--- config.mk ---
export PLATFORM = sky130hd
export DESIGN_NAME = sensor_sched
export DESIGN_NICKNAME = d
export VERILOG_FILES = /design/src/rtl/sensor_sched.sv
export SDC_FILE = /design/constraint.sdc
export NUM_CORES = 1
export LEC_CHECK = 0
export CORE_MARGIN = 2
export CORE_UTILIZATION = 50
export CTS_CLUSTER_SIZE = 24
export DETAILED_ROUTE_END_ITERATION = 8
export HOLD_SLACK_MARGIN = 0.15
export PLACE_DENSITY = 0.74
export SLEW_MARGIN = 5
export SYNTH_ARGS = -nofsm -noshare
export SYNTH_HDL_FRONTEND = slang
export SYNTH_SLANG_ARGS = --single-unit
--- constraint.sdc ---
create_clock -name clk_sys -period 5.8 [get_ports clk_sys]
set_clock_uncertainty 0.05 [all_clocks]
set_input_delay 1.16 -clock clk_sys [delete_from_list [all_inputs] [get_ports clk_sys]]
set_output_delay 1.16 -clock clk_sys [all_outputs]
set_load 0.005 [all_outputs]
--- src/rtl/sensor_sched.sv ---
// sensor_sched: measurement scheduler for the ultrasonic sensor core.
// Latency: fire_measure one cycle after a request; result registered one cycle after done/timeout.
// Backpressure: none; a result that overwrites an unacked result sets sticky overrun.
//
// Ports:
//   clk_sys       system clock (only clock)
//   rst_n         asynchronous active-low reset
//   enable        level, periodic measurements while high
//   start         one-cycle pulse, single measurement request when idle
//   fire_measure  one-cycle pulse to the sensor core
//   done_measure  one-cycle pulse from the sensor core (echo falling edge)
//   data_measure  echo high-time count, valid with done_measure
//   result_data   latched measurement, or all-ones after a timeout
//   result_vld    high while result_data is unread
//   result_ack    one-cycle pulse, host consumed the result
//   err_timeout   one-cycle pulse, registered alongside the timeout result
//   overrun       sticky, a published result overwrote an unacked one
//   busy          high in FIRE or WAIT
//
// Optional build macro SENSOR_SCHED_AVG_EN: publish the average of every 4
// successful samples instead of each sample.
module sensor_sched #(
  parameter logic [31:0] PERIOD  = 32'd5_000_000,
  parameter logic [31:0] TIMEOUT = 32'd3_000_000
) (
  input  logic        clk_sys,
  input  logic        rst_n,
  input  logic        enable,
  input  logic        start,
  output logic        fire_measure,
  input  logic        done_measure,
  input  logic [31:0] data_measure,
  output logic [31:0] result_data,
  output logic        result_vld,
  input  logic        result_ack,
  output logic        err_timeout,
  output logic        overrun,
  output logic        busy
);

  typedef enum logic [1:0] {IDLE, FIRE, WAIT, HOLD} state_t;

  state_t      state;
  state_t      state_nxt;
  logic [31:0] period_cnt;
  logic [31:0] timeout_cnt;
  logic        done_hit;
  logic        timeout_hit;
  logic        finish;
  logic        publish;
  logic [31:0] publish_data;

  // done wins over a coincident timeout, so the timeout qualifier excludes done
  assign done_hit    = (state == WAIT) && done_measure;
  assign timeout_hit = (state == WAIT) && !done_measure &&
                       (timeout_cnt == TIMEOUT - 32'd1);
  assign finish      = done_hit || timeout_hit;

  always_ff @(posedge clk_sys or negedge rst_n) begin
    if (!rst_n) state <= IDLE;
    else        state <= state_nxt;
  end

  always_comb begin
    state_nxt    = state;
    fire_measure = 1'b0;
    busy         = 1'b0;
    case (state)
      IDLE: begin
        // enable and start together collapse into a single request
        if (enable || start) state_nxt = FIRE;
      end
      FIRE: begin
        fire_measure = 1'b1;
        busy         = 1'b1;
        state_nxt    = WAIT;
      end
      WAIT: begin
        busy = 1'b1;
        if (finish) state_nxt = HOLD;
      end
      HOLD: begin
        if (!enable)                             state_nxt = IDLE;
        else if (period_cnt == PERIOD - 32'd1)   state_nxt = FIRE;
      end
      default: state_nxt = IDLE;
    endcase
  end

  // Period counter is 0 during the FIRE cycle, so HOLD leaving at PERIOD-1
  // puts the next FIRE exactly PERIOD cycles after the previous one.
  always_ff @(posedge clk_sys or negedge rst_n) begin
    if (!rst_n)
      period_cnt <= '0;
    else if (state == IDLE || state_nxt == FIRE)
      period_cnt <= '0;
    else if (period_cnt != PERIOD - 32'd1)
      period_cnt <= period_cnt + 32'd1;
  end

  // Timeout counter is 0 in the first WAIT cycle; the TIMEOUT-th WAIT cycle
  // is the last one allowed.
  always_ff @(posedge clk_sys or negedge rst_n) begin
    if (!rst_n)              timeout_cnt <= '0;
    else if (state == WAIT)  timeout_cnt <= timeout_cnt + 32'd1;
    else                     timeout_cnt <= '0;
  end

`ifdef SENSOR_SCHED_AVG_EN
  logic [33:0] acc;
  logic [33:0] acc_sum;
  logic [1:0]  smp_cnt;
  logic        last_smp;

  assign acc_sum      = acc + {2'b00, data_measure};
  assign last_smp     = done_hit && (smp_cnt == 2'd3);
  assign publish      = timeout_hit || last_smp;
  assign publish_data = timeout_hit ? 32'hFFFF_FFFF : acc_sum[33:2];

  always_ff @(posedge clk_sys or negedge rst_n) begin
    if (!rst_n) begin
      acc     <= '0;
      smp_cnt <= '0;
    end else if (timeout_hit || last_smp) begin
      acc     <= '0;
      smp_cnt <= '0;
    end else if (done_hit) begin
      acc     <= acc_sum;
      smp_cnt <= smp_cnt + 2'd1;
    end
  end
`else
  assign publish      = finish;
  assign publish_data = done_hit ? data_measure : 32'hFFFF_FFFF;
`endif

  always_ff @(posedge clk_sys or negedge rst_n) begin
    if (!rst_n) begin
      result_data <= '0;
      result_vld  <= 1'b0;
      err_timeout <= 1'b0;
      overrun     <= 1'b0;
    end else begin
      err_timeout <= timeout_hit;
      if (publish) begin
        result_data <= publish_data;
        result_vld  <= 1'b1;
        // a same-cycle ack consumes the old result, so it is not an overrun
        if (result_vld && !result_ack) overrun <= 1'b1;
      end else if (result_ack) begin
        result_vld <= 1'b0;
      end
    end
  end

endmodule
---- Yosys cells after proc, flatten, opt, wreduce, memory -nomap -nowiden ----
Cells that the tools add are included.
word-level totals
  flip-flop bits (word level) ............. 101
  bits of input ports ..................... 38
  output and inout bits ................... 37
  word-level logic and storage cells ...... 43
operators by class
  add/sub/neg operators ................... 2
  equal/unequal tests ..................... 7
  multiplexer cells ....................... 13
  reduce and logical (&&, ||, !) cells .... 14
operator list
  kind                                                     number
  2-to-1 mux 32 bit                                        4
  adder 32 x 1 -> 32 bit, second input constant            2
  == test 32 x 22 -> 1 bit, second input constant          1
  == test 32 x 23 -> 1 bit, second input constant          1
  inequality test 32 x 23 -> 1 bit, second input constant  1
  2-to-1 mux 2 bit                                         4
  case mux 2 bit (4 select lines)                          1
  == test 2 x 1 -> 1 bit, second input constant            2
  == test 2 bit, second input constant                     2
  logical AND 1 bit                                        4
  2-to-1 mux 1 bit                                         4
  nonzero test 2 bit                                       2
  logical OR 1 bit                                         3
  logical NOT 1 bit                                        2
  logical NOT 2 bit                                        1
  AND reduction 2 bit                                      1
  OR reduction 2 bit                                       1

---- Logic depth before layout (Yosys ltp) ----
  depth after elaboration ................. 9
  mapped depth ............................ 10
  gate-level depth less buffers ........... 7

---- Worst setup path before layout ----
Ideal clock, no wire load.
  path type ............................... input port to flip-flop
  start ................................... input done_measure
  end ..................................... register period_cnt[0]
  setup time .............................. 0.141 ns
  arrival time ............................ 2.111 ns
  required time ........................... 5.609 ns
  slack ................................... 3.498 ns
  stages .................................. 6
  buffers on the path ..................... 1
  path through ............................ nor4b_1 and3_1 a31oi_1 o22ai_2 buf_4 a211oi_1
on the way
  word-level cells in the longest chain between the ends .. 9
  elaborated cells between the ends (all ways) .. 11
  classes of those cells .................. eq/ne: 1; mux: 3; reduce/logical: 7
RTL lines
  what                                                     line  RTL
  from (decl)                                              31    input logic done_measure,
  logical NOT 1 bit                                        55    assign timeout_hit = (state == WAIT) && !done_measure &&
  logical AND 1 bit (2 in series)                          55
  logical OR 1 bit *                                       57    assign finish = done_hit || timeout_hit;
  2-to-1 mux 2 bit *                                       80    if (finish) state_nxt = HOLD;
  case mux 2 bit (4 select lines) *                        68    case (state)
  == test 2 x 1 -> 1 bit *                                 95    else if (state == IDLE || state_nxt == FIRE)
  logical OR 1 bit *                                       95
  2-to-1 mux 32 bit or nonzero test 2 bit (tied branches)  --
  to (signal assigned)                                     98    period_cnt <= period_cnt + 32'd1;
  to (decl)                                                45    logic [31:0] period_cnt;
Mark *: on every way between the ends. The rest lies on a longest branch, timed or not.
A chain may end at the register's enable or synchronous reset.

---- Final worst setup path ----
  start ................................... register state[0]
  end ..................................... output busy
on the way
  word-level cells in the longest chain between the ends .. 3
  elaborated cells between the ends (all ways) .. 4
  classes of those cells .................. eq/ne: 2; mux: 1; reduce/logical: 1
RTL lines
  what                                                     line  RTL
  from (decl)                                              43    state_t state;
  from (signal assigned)                                   61    else state <= state_nxt;
  == test 2 bit or == test 2 x 1 -> 1 bit (tied branches)  68
  OR reduction 2 bit (no source line) *                    --
  2-to-1 mux 1 bit *                                       68
  to (decl)                                                38    output logic busy
Marks and branches as above.

==> impl_metrics.toml <==
[run_status]
status = "finished clean"

[final_layout]
final_area_um2 = 6130
drive_gt1_frac = 0.0845
syn_to_final_growth_pct = 19.3
instances_no_fill = 725
layout.nets = 634
antenna_cells = 0

[timing]
tightest_slew_ns = 1.26
setup_viol = 0
setup_tns_ns = 0
rsz0062_at_grt = "false"
slew_viol_final = 0
fin_crit_ns = 2.91
worst_slack_ns = 2.89
maxSlewHeadroom = 0.163
fin_crit_sh = 0.503
fmax_mhz = 343
hold_viol = 0

[cts]
hold_buffers = 0
clk_pin_slew_ns = 0.09
post_cts_buffers = 0
cts-root-buf = "clkbuf_8"
cts_buffers = 9
clk_path_buf_depth = 2
clock_sinks = 101
insertion_delay_ns = 0.36
cts_tree = "done"
h-tree-depth = 3
cts_resized = 0

[routing]
vias = 4015
drtAntennaViolNets = 0
routedWlPerCell_um = 15.0
dr.pass1.iters = 7
via_per_inst = 5.54
wirelength_um = 10900
drt_iter0_drc = 257
drcViolationCount = 0

[grt]
grt_util_met1 = 0.312
grt_overflow = 0
grt_pass1_wl_um = 18400
grt_max_degree = 65
grt_use_met3 = 0.0297
grt_usage = 0.202
busiest_layer = "met1"
grt_pass1_vias = 3708
antenna_found_initial = 0
met2_usage = 0.288

[critical_path]
r2r-start = "timeout_cnt[2]"
slowest_stage = "clkdlybuf4s50_1"
max_stage_delay_ns = 0.49
crit_chain = "inv_1, ha_1, clkdlybuf4s50_1"
crit_path_end_kind = "output pin"
crit_start = "state[0]"
cp-start-kind = "register"
crit_type = "register to output pin"
cp_max_fo = 5
crit_arrival_ns = 1.70
cp_data_required_time_ns = 4.59

[synth]
synthAdderAreaFrac = 0.0195
synth_mux_area_frac = 0.00390
synth_cell_type_count = 47
synth_nets = 575
synth_top_family_by_area = "simple AND/OR/NAND/NOR gates"
synth-xor-area-share = 0.0870
seq_area_frac_synth = 0.492
ys_seq_elements = 101
ys.warnings.count = 0
synth_compound_area_frac = 0.113
avgSynthCellArea_um2 = 9.71
synth_edf_count = 0
synthCells = 529
synth-simple-area-share = 0.239
mappedNetlistArea_um2 = 5140
ys_async_sr_fraction = 1.00
ys.flop_type = "dfrtp_1"

[power_and_ir_drop]
power_switching_uw = 719
switching_share = 0.329
p_comb_frac = 0.357
ir_worst_vdd_mv = 0.384
power_uw = 2180
p_clk_frac = 0.222
sequentialPowerShare = 0.421
p_int_uw = 1460
p_leak_uw = 0.00236
power.density_nw_per_um2 = 356

[floorplanning]
die_area_um2 = 11100
core.rowCount = 36
io_pins = 75
die_w_um = 105
initial_core_util = 0.521
core_um2 = 9860
die_h_um = 105

[placement]
placed_cells = 710
place_hpwl_um = 7020
portBuffers = 74
gp_congestion = 0.798
dpl-instance-area_um2 = 5910
place_ws_ns = 2.62

[worst_hold_path]
min_path_type = "register to register"
hold_path_startpoint = "overrun"

[run]
maxCapViolCount = 0
==> synth_stat cells (4+ instances only) <==
library cell | count | area, um2
xor2_1 | 14 | 123
nor4_1 | 12 | 75.1
nor2_2 | 9 | 56.3
xnor2_1 | 37 | 324
nor2_1 | 92 | 345
clkbuf_1 | 17 | 63.8
or3_1 | 5 | 31.3
inv_1 | 17 | 63.8
a21oi_1 | 39 | 195
nor3_2 | 6 | 60.1
nor4b_1 | 5 | 43.8
dfrtp_1 | 101 | 2530
buf_2 | 6 | 30.0
nand4_1 | 7 | 43.8
and2_1 | 6 | 37.5
nand2_1 | 22 | 82.6
buf_4 | 4 | 30.0
nand3_1 | 20 | 100
o21ai_0 | 6 | 30.0
and4_1 | 10 | 87.6
nor3_1 | 11 | 55.1
ha_1 | 8 | 100
a211oi_1 | 26 | 195
a21oi_2 | 4 | 35.0
and3_1 | 11 | 68.8
==> routing by layer <==
layer  wire length [um]  vias up
met5                  0        -
met4                116        0
met3                616       10
met2               4810      120
met1               5320     1923
li1                   -     1962
==> power by group through the flow <==
stage / clock network [uW] / logic [uW] / registers, uW
floorplan: 0 / 409 / 935
global placement: 0 / 765 / 927
detailed placement: 0 / 780 / 933
CTS: 498 / 786 / 919
global route: 523 / 860 / 937
finish: 484 / 780 / 919
==> final timing paths <==
path | depth (start not counted) | end | slack (ns)
setup / recovery | 3 | busy | 2.89
hold / removal | 2 | overrun | 0.43
setup reg to reg | 5 | timeout_cnt[28] | 3.37
hold reg to reg | 2 | overrun | 0.43
max in group asynchronous | 2 | period_cnt[17] | 3.83
min in group asynchronous | 1 | result_data[6] | 0.69
==> cells by family after synthesis <==
group | count (synthesis)
compound gates | 89
xor+xnor | 51
fa+ha+maj | 8
buf+inv | 48
flops | 101
mux | 2
simple gates | 230
==> final cells by class <==
type                    count  area, um2
repair buffers             79        776
clock inverters             4       72.6
flip-flops and latches    101       2530
fillers                   803       3740
clock buffers              11        141
inverters                  17       63.8
multi-input cells         380       2380
well taps                 133        166
==> through the flow <==
stage	utilization	hold slack, ns
2_1_floorplan	-	0.410
3_3_place_gp	0.599	0.415
3_5_place_dp	0.599	0.411
4_1_cts	0.621	0.431
5_1_grt	0.621	0.443
6_report	0.621	0.428
==> critical path, delay by kind of cell, from the launching register on <==
| kind | cells | cell delay [ns] |
|---|---|---|
| flops | 1 | 0.44 |
| fa+ha+maj | 1 | 0.30 |
| buf+inv | 2 | 0.61 |
==> registers in the layout, indices dropped and copies added (netlist names) <==
name / flops
overrun: 1
period_cnt: 32
timeout_cnt: 32
state: 2
result_data: 32
result_vld: 1
err_timeout: 1
==> cells in the final DEF, fill, tap and decap left out, drive strengths merged, types with 14 or more instances in the layout <==
| cell | count |
|---|---|
| dfrtp | 101 |
| nor4 | 14 |
| nor3 | 17 |
| inv | 17 |
| xnor2 | 37 |
| nand3 | 21 |
| nand2 | 22 |
| nor2 | 101 |
| xor2 | 14 |
| a211oi | 28 |
| a21oi | 43 |
| clkdlybuf4s50 | 73 |
No activity file was read; power rests on OpenSTA's default activity.
